<file path="src/rtl/text_writer.sv">
// Byte-stream to text-RAM writer: keeps a terminal cursor, decodes CR/LF/BS/FF,
// clears the whole screen after reset or FF and clears each line as the cursor enters it.
module text_writer #(
  parameter int         COLS       = 40,
  parameter int         ROWS       = 30,
  parameter int         ADDR_WIDTH = 11,
  parameter logic [7:0] BLANK      = 8'h20
) (
  input  logic                  clk,
  input  logic                  rst,
  input  logic [7:0]            char_in,
  input  logic                  char_valid,
  output logic                  char_ready,
  output logic [ADDR_WIDTH-1:0] ram_waddr,
  output logic [7:0]            ram_wdata,
  output logic                  ram_we,
  output logic [6:0]            cursor_col,
  output logic [6:0]            cursor_row
);

  localparam logic [1:0] ST_CLEAR   = 2'd0;
  localparam logic [1:0] ST_IDLE    = 2'd1;
  localparam logic [1:0] ST_CLRLINE = 2'd2;

  localparam logic [ADDR_WIDTH-1:0] COLS_A    = ADDR_WIDTH'(COLS);
  localparam logic [ADDR_WIDTH-1:0] LAST_CELL = ADDR_WIDTH'(COLS * ROWS - 1);
  localparam logic [ADDR_WIDTH-1:0] LAST_SPAN = ADDR_WIDTH'(COLS - 1);
  localparam logic [6:0]            LAST_COL  = 7'(COLS - 1);
  localparam logic [6:0]            LAST_ROW  = 7'(ROWS - 1);

  logic [1:0]            r_state;
  logic [ADDR_WIDTH-1:0] r_count;
  logic [ADDR_WIDTH-1:0] r_lineBase;
  logic [6:0]            r_col;
  logic [6:0]            r_row;
  logic                  r_we;
  logic [ADDR_WIDTH-1:0] r_waddr;
  logic [7:0]            r_wdata;

  logic                  w_transfer;
  logic                  w_isPrintable;
  logic [6:0]            w_nextRow;
  logic [ADDR_WIDTH-1:0] w_curAddr;
  logic [ADDR_WIDTH-1:0] w_nextBase;

  assign char_ready    = (r_state == ST_IDLE);
  assign w_transfer    = char_valid && char_ready;
  assign w_isPrintable = (char_in >= 8'h20) && (char_in != 8'h7F);
  assign w_nextRow     = (r_row == LAST_ROW) ? 7'd0 : r_row + 7'd1;
  assign w_curAddr     = ADDR_WIDTH'(r_row) * COLS_A + ADDR_WIDTH'(r_col);
  assign w_nextBase    = ADDR_WIDTH'(w_nextRow) * COLS_A;

  // Write-port outputs are registered; ram_we defaults low and is raised only for a real write.
  always_ff @(posedge clk) begin
    if (rst) begin
      r_state    <= ST_CLEAR;
      r_count    <= '0;
      r_lineBase <= '0;
      r_col      <= 7'd0;
      r_row      <= 7'd0;
      r_we       <= 1'b0;
      r_waddr    <= '0;
      r_wdata    <= 8'h00;
    end else begin
      r_we <= 1'b0;
      case (r_state)
        ST_CLEAR: begin
          r_we    <= 1'b1;
          r_waddr <= r_count;
          r_wdata <= BLANK;
          r_col   <= 7'd0;
          r_row   <= 7'd0;
          if (r_count == LAST_CELL) begin
            r_state <= ST_IDLE;
            r_count <= '0;
          end else begin
            r_count <= r_count + 1'b1;
          end
        end

        ST_IDLE: begin
          if (w_transfer) begin
            case (char_in)
              8'h0D: r_col <= 7'd0;
              8'h0A: begin
                r_col      <= 7'd0;
                r_row      <= w_nextRow;
                r_lineBase <= w_nextBase;
                r_count    <= '0;
                r_state    <= ST_CLRLINE;
              end
              8'h08: begin
                if (r_col != 7'd0) begin
                  r_col   <= r_col - 7'd1;
                  r_we    <= 1'b1;
                  r_waddr <= w_curAddr - 1'b1;
                  r_wdata <= BLANK;
                end
              end
              8'h0C: begin
                r_col   <= 7'd0;
                r_row   <= 7'd0;
                r_count <= '0;
                r_state <= ST_CLEAR;
              end
              default: begin
                if (w_isPrintable) begin
                  r_we    <= 1'b1;
                  r_waddr <= w_curAddr;
                  r_wdata <= char_in;
                  // Auto-wrap: the character write goes out first, then the new line is blanked.
                  if (r_col == LAST_COL) begin
                    r_col      <= 7'd0;
                    r_row      <= w_nextRow;
                    r_lineBase <= w_nextBase;
                    r_count    <= '0;
                    r_state    <= ST_CLRLINE;
                  end else begin
                    r_col <= r_col + 7'd1;
                  end
                end
              end
            endcase
          end
        end

        ST_CLRLINE: begin
          r_we    <= 1'b1;
          r_waddr <= r_lineBase + r_count;
          r_wdata <= BLANK;
          if (r_count == LAST_SPAN) begin
            r_state <= ST_IDLE;
            r_count <= '0;
          end else begin
            r_count <= r_count + 1'b1;
          end
        end

        default: begin
          r_state <= ST_CLEAR;
          r_count <= '0;
        end
      endcase
    end
  end

  assign ram_we     = r_we;
  assign ram_waddr  = r_waddr;
  assign ram_wdata  = r_wdata;
  assign cursor_col = r_col;
  assign cursor_row = r_row;

endmodule

</file>
<file path="config.mk">
export PLATFORM = sky130hd
export DESIGN_NAME = text_writer
export DESIGN_NICKNAME = d
export VERILOG_FILES = /design/src/rtl/text_writer.sv
export SDC_FILE = /design/constraint.sdc
export NUM_CORES = 1
export LEC_CHECK = 0
export BUFFER_PORTS_ARGS = -buffer_cell sky130_fd_sc_hd__buf_2
export CAP_MARGIN = 40
export CORE_MARGIN = 1
export CORE_UTILIZATION = 64
export CTS_CLUSTER_DIAMETER = 120
export DETAILED_ROUTE_END_ITERATION = 6
export PLACE_DENSITY = 0.95
export SYNTH_ARGS = -nofsm -noshare
export SYNTH_HDL_FRONTEND = slang
export SYNTH_SLANG_ARGS = --single-unit
</file>
<file path="constraint.sdc">
create_clock -name clk -period 6.35 [get_ports clk]
set_clock_uncertainty 0.2 [all_clocks]
set_input_delay 0.635 -clock clk [delete_from_list [all_inputs] [get_ports clk]]
set_output_delay 0.635 -clock clk [all_outputs]
set_load 0.01 [all_outputs]
</file>
==> flow_metrics.env <==
export IMPL_status="complete, no violations"
export IMPL_crit_fanout=8
export IMPL_portBuffers=45
export IMPL_grt_overflow_total=0
export IMPL_setup_violations=0
export IMPL_drv_slew=0
export IMPL_grtUsageMet2=0.518
export IMPL_grt_max_degree=49
export IMPL_drtPass1Iterations=6
export IMPL_met3_usage=0.0593
export IMPL_cp_start_kind="flip-flop"
export IMPL_top_usage_layer="met2"
export IMPL_fin_util=0.706
export IMPL_synth_ff_type="dfxtp_1"
export IMPL_syn_area_per_cell_um2=8.06
export IMPL_critPathCaptureType="flip-flop"
export IMPL_post_route_period_util=0.573
export IMPL_power_leakage_nw=1.94
export IMPL_drc=0
export IMPL_cts_max_level=2
export IMPL_core_region_area_um2=6310
export IMPL_grt_pass1_vias=3538
export IMPL_synth_cell_type_count=63
export IMPL_synth_top_area_cell="dfxtp_1"
export IMPL_synthArstFlopShare=0
export IMPL_syn_num_nets=572
export IMPL_cts_root_buf="clkbuf_8"
export IMPL_place_congestion=0.977
export IMPL_clockBufferDepth=2
export IMPL_cts_hold_buf=0
export IMPL_rows=29
export IMPL_wl_um=10300
export IMPL_worstMarginPinSlew_ns=0.973
export IMPL_wl_per_cell_um=16.6
export IMPL_synthTopCellsByArea="dfxtp_1, ha_1, nor2_1"
export IMPL_p_per_area_nw_per_um2=134
export IMPL_numCtsBuffers=5
export IMPL_fin_setup_tns_ns=0
export IMPL_total_power_mw=0.599
export IMPL_clk_latency_ns=0.33
export IMPL_start_util=0.660
export IMPL_met1_usage=0.385
export IMPL_rsz0062_at_grt="false"
export IMPL_ioPinCount=46
export IMPL_dpl_hpwl_um=7480
export IMPL_ir_drop_mv=0.128
export IMPL_drive_above_1_share=0.125
export IMPL_ys_seq_elements=55
export IMPL_layout_min_cycle_time_ns=3.64
export IMPL_nFillCells=492
export IMPL_fp_dieW_um=82.7
export IMPL_synth_area_um2=4170
export IMPL_worstHoldPathType="reg2reg"
export IMPL_cap_violations=0
export IMPL_synth_edf_count=0
export IMPL_synthToLayoutAreaGrowth_pct=6.97
export IMPL_cts_tree="done"
export IMPL_grt_first_pass_wirelength_um=16400
export IMPL_ant_nets=0
export IMPL_cts_sinks=55
export IMPL_synth_top_area_frac=0.264
export IMPL_relSlewSlack=0.348
export IMPL_yosysSeqAreaShare=0.264
export IMPL_drt_iter0_markers=227
export IMPL_cts_resized=0
export IMPL_die_area_um2=6840
export IMPL_track_usage=0.309
export IMPL_fin_nets=598
export IMPL_antenna_found_initial=0
export IMPL_yosys_warnings=0
export IMPL_cts_setup_buffers=0
export IMPL_vias_per_cell=6.45
export IMPL_fmax_ghz=0.275
export IMPL_criticalPathCategory="reg2reg"
export IMPL_clk_pin_slew_ns=0.12
export IMPL_num_vias=4003
export IMPL_required_ns=6.39
export IMPL_critPathArrivalTime_ns=3.68
export IMPL_hold_viol=0
export IMPL_antenna_cells=0
export IMPL_die_h_um=82.7
export IMPL_synthCells=517
-- path summary, 6_finish.rpt --
kind / slack, ns / end / cells after the start / from
max reg2reg: 2.71 / r_lineBase[10] / 12 / cursor_row[0]
min reg2reg: 0.27 / ram_wdata[0] / 2 / ram_wdata[0]
max: 2.71 / r_lineBase[10] / 12 / cursor_row[0]
min: 0.27 / ram_wdata[0] / 2 / ram_wdata[0]
-- routing by layer --
| layer | routed length (um) | up-vias |
|---|---|---|
| met3 | 644 | 26 |
| li1 | - | 1929 |
| met1 | 4420 | 1867 |
| met4 | 286 | 0 |
| met2 | 4950 | 181 |
| met5 | 0 | - |
-- final cells by class --
cell class              instances  area, um^2  share of cell area
clock buffers                   5        68.8              0.0154
clock inverters                 3        28.8             0.00646
inverters                      14        57.6              0.0129
multi-input cells             422        2880               0.646
flip-flops and latches         55        1100               0.247
well taps                      77        96.3              0.0216
repair buffers                 45         225              0.0505
-- state kept, by name, indices dropped and copies added (netlist names) --
signal	count
r_count	11
ram_waddr	11
r_lineBase	8
ram_wdata	8
cursor_col	7
cursor_row	7
r_state	2
ram_we	1
-- through the flow --
stage	std cells	worst slack (ns)	hold slack, ns	instance area, um^2
after floorplan	517	3.03	0.254	4170
after global placement	613	2.89	0.236	4360
after detailed placement	613	2.78	0.246	4360
after CTS	621	2.73	0.264	4460
after global routing	621	2.43	0.285	4460
final	621	2.71	0.265	4460
-- placed cells by master, fill, tap and decap left out, types with 5 or more instances in the layout --
cell / netlist / layout
a211oi_1: 13 / 13
a21o_1: 11 / 11
a21oi_1: 33 / 33
a22oi_1: 6 / 6
and3_1: 7 / 7
buf_2: 4 / 45
clkbuf_8: 0 / 5
dfxtp_1: 55 / 55
ha_1: 40 / 40
inv_1: 13 / 13
mux2i_1: 10 / 10
nand2_1: 46 / 46
nand2b_1: 5 / 5
nand3_1: 20 / 20
nand4_1: 14 / 14
nor2_1: 61 / 61
nor2b_1: 5 / 5
nor3_1: 15 / 15
o21ai_0: 17 / 17
o21ai_1: 5 / 5
or3_1: 5 / 5
xnor2_1: 22 / 22
xor2_1: 16 / 16
-- report_power, final --
| group | total, mW | switching [mW] | leakage (nW) | internal (mW) |
|---|---|---|---|---|
| registers | 0.351 | 0.00327 | 0.445 | 0.348 |
| logic | 0.0311 | 0.0198 | 1.45 | 0.0113 |
| clock network | 0.217 | 0.133 | 0.0511 | 0.0837 |
-- Yosys cell counts (3+ instances only) --
master    count
a211oi_1     13
ha_1         40
o211ai_1      4
a21oi_1      33
or3_1         5
nor4_1        4
xnor2_1      22
buf_6         3
dfxtp_1      55
buf_2         4
nand3_1      20
nand4_1      14
fa_1          4
o21ai_1       5
inv_1        13
nand2b_1      5
a21o_1       11
nor2b_1       5
xor2_1       16
nand2_1      46
a31oi_1       4
nor3b_1       4
clkbuf_1     18
nor2_1       61
o21ai_0      17
o21bai_1      4
a22oi_1       6
a221oi_1      4
nor3_1       15
and3_1        7
nand3b_1      3
mux2i_1      10
o22ai_1       3
and2_1        4
-- critical path: stages (launching register included) --
cell	delay, ns
dfxtp_1	0.49
ha_1	0.20
nand2_1	0.05
nor4_1	0.62
nor2_1	0.22
ha_1	0.34
ha_1	0.23
fa_1	0.40
a21o_1	0.20
a21oi_1	0.16
xnor2_1	0.16
xnor2_1	0.08
a211oi_1	0.22
-- cells by family (layout without fill, tap and decap cells) --
group	count (synthesis)	after routing	share of synthesized area
simple gates	202	202	0.237
compound gates	127	127	0.205
flops	55	55	0.264
fa+ha+maj	44	44	0.139
buf+inv	40	67	0.0447
xor+xnor	38	38	0.0799
mux	11	11	0.0294
Note: power is estimated with default switching activity, not from simulation.
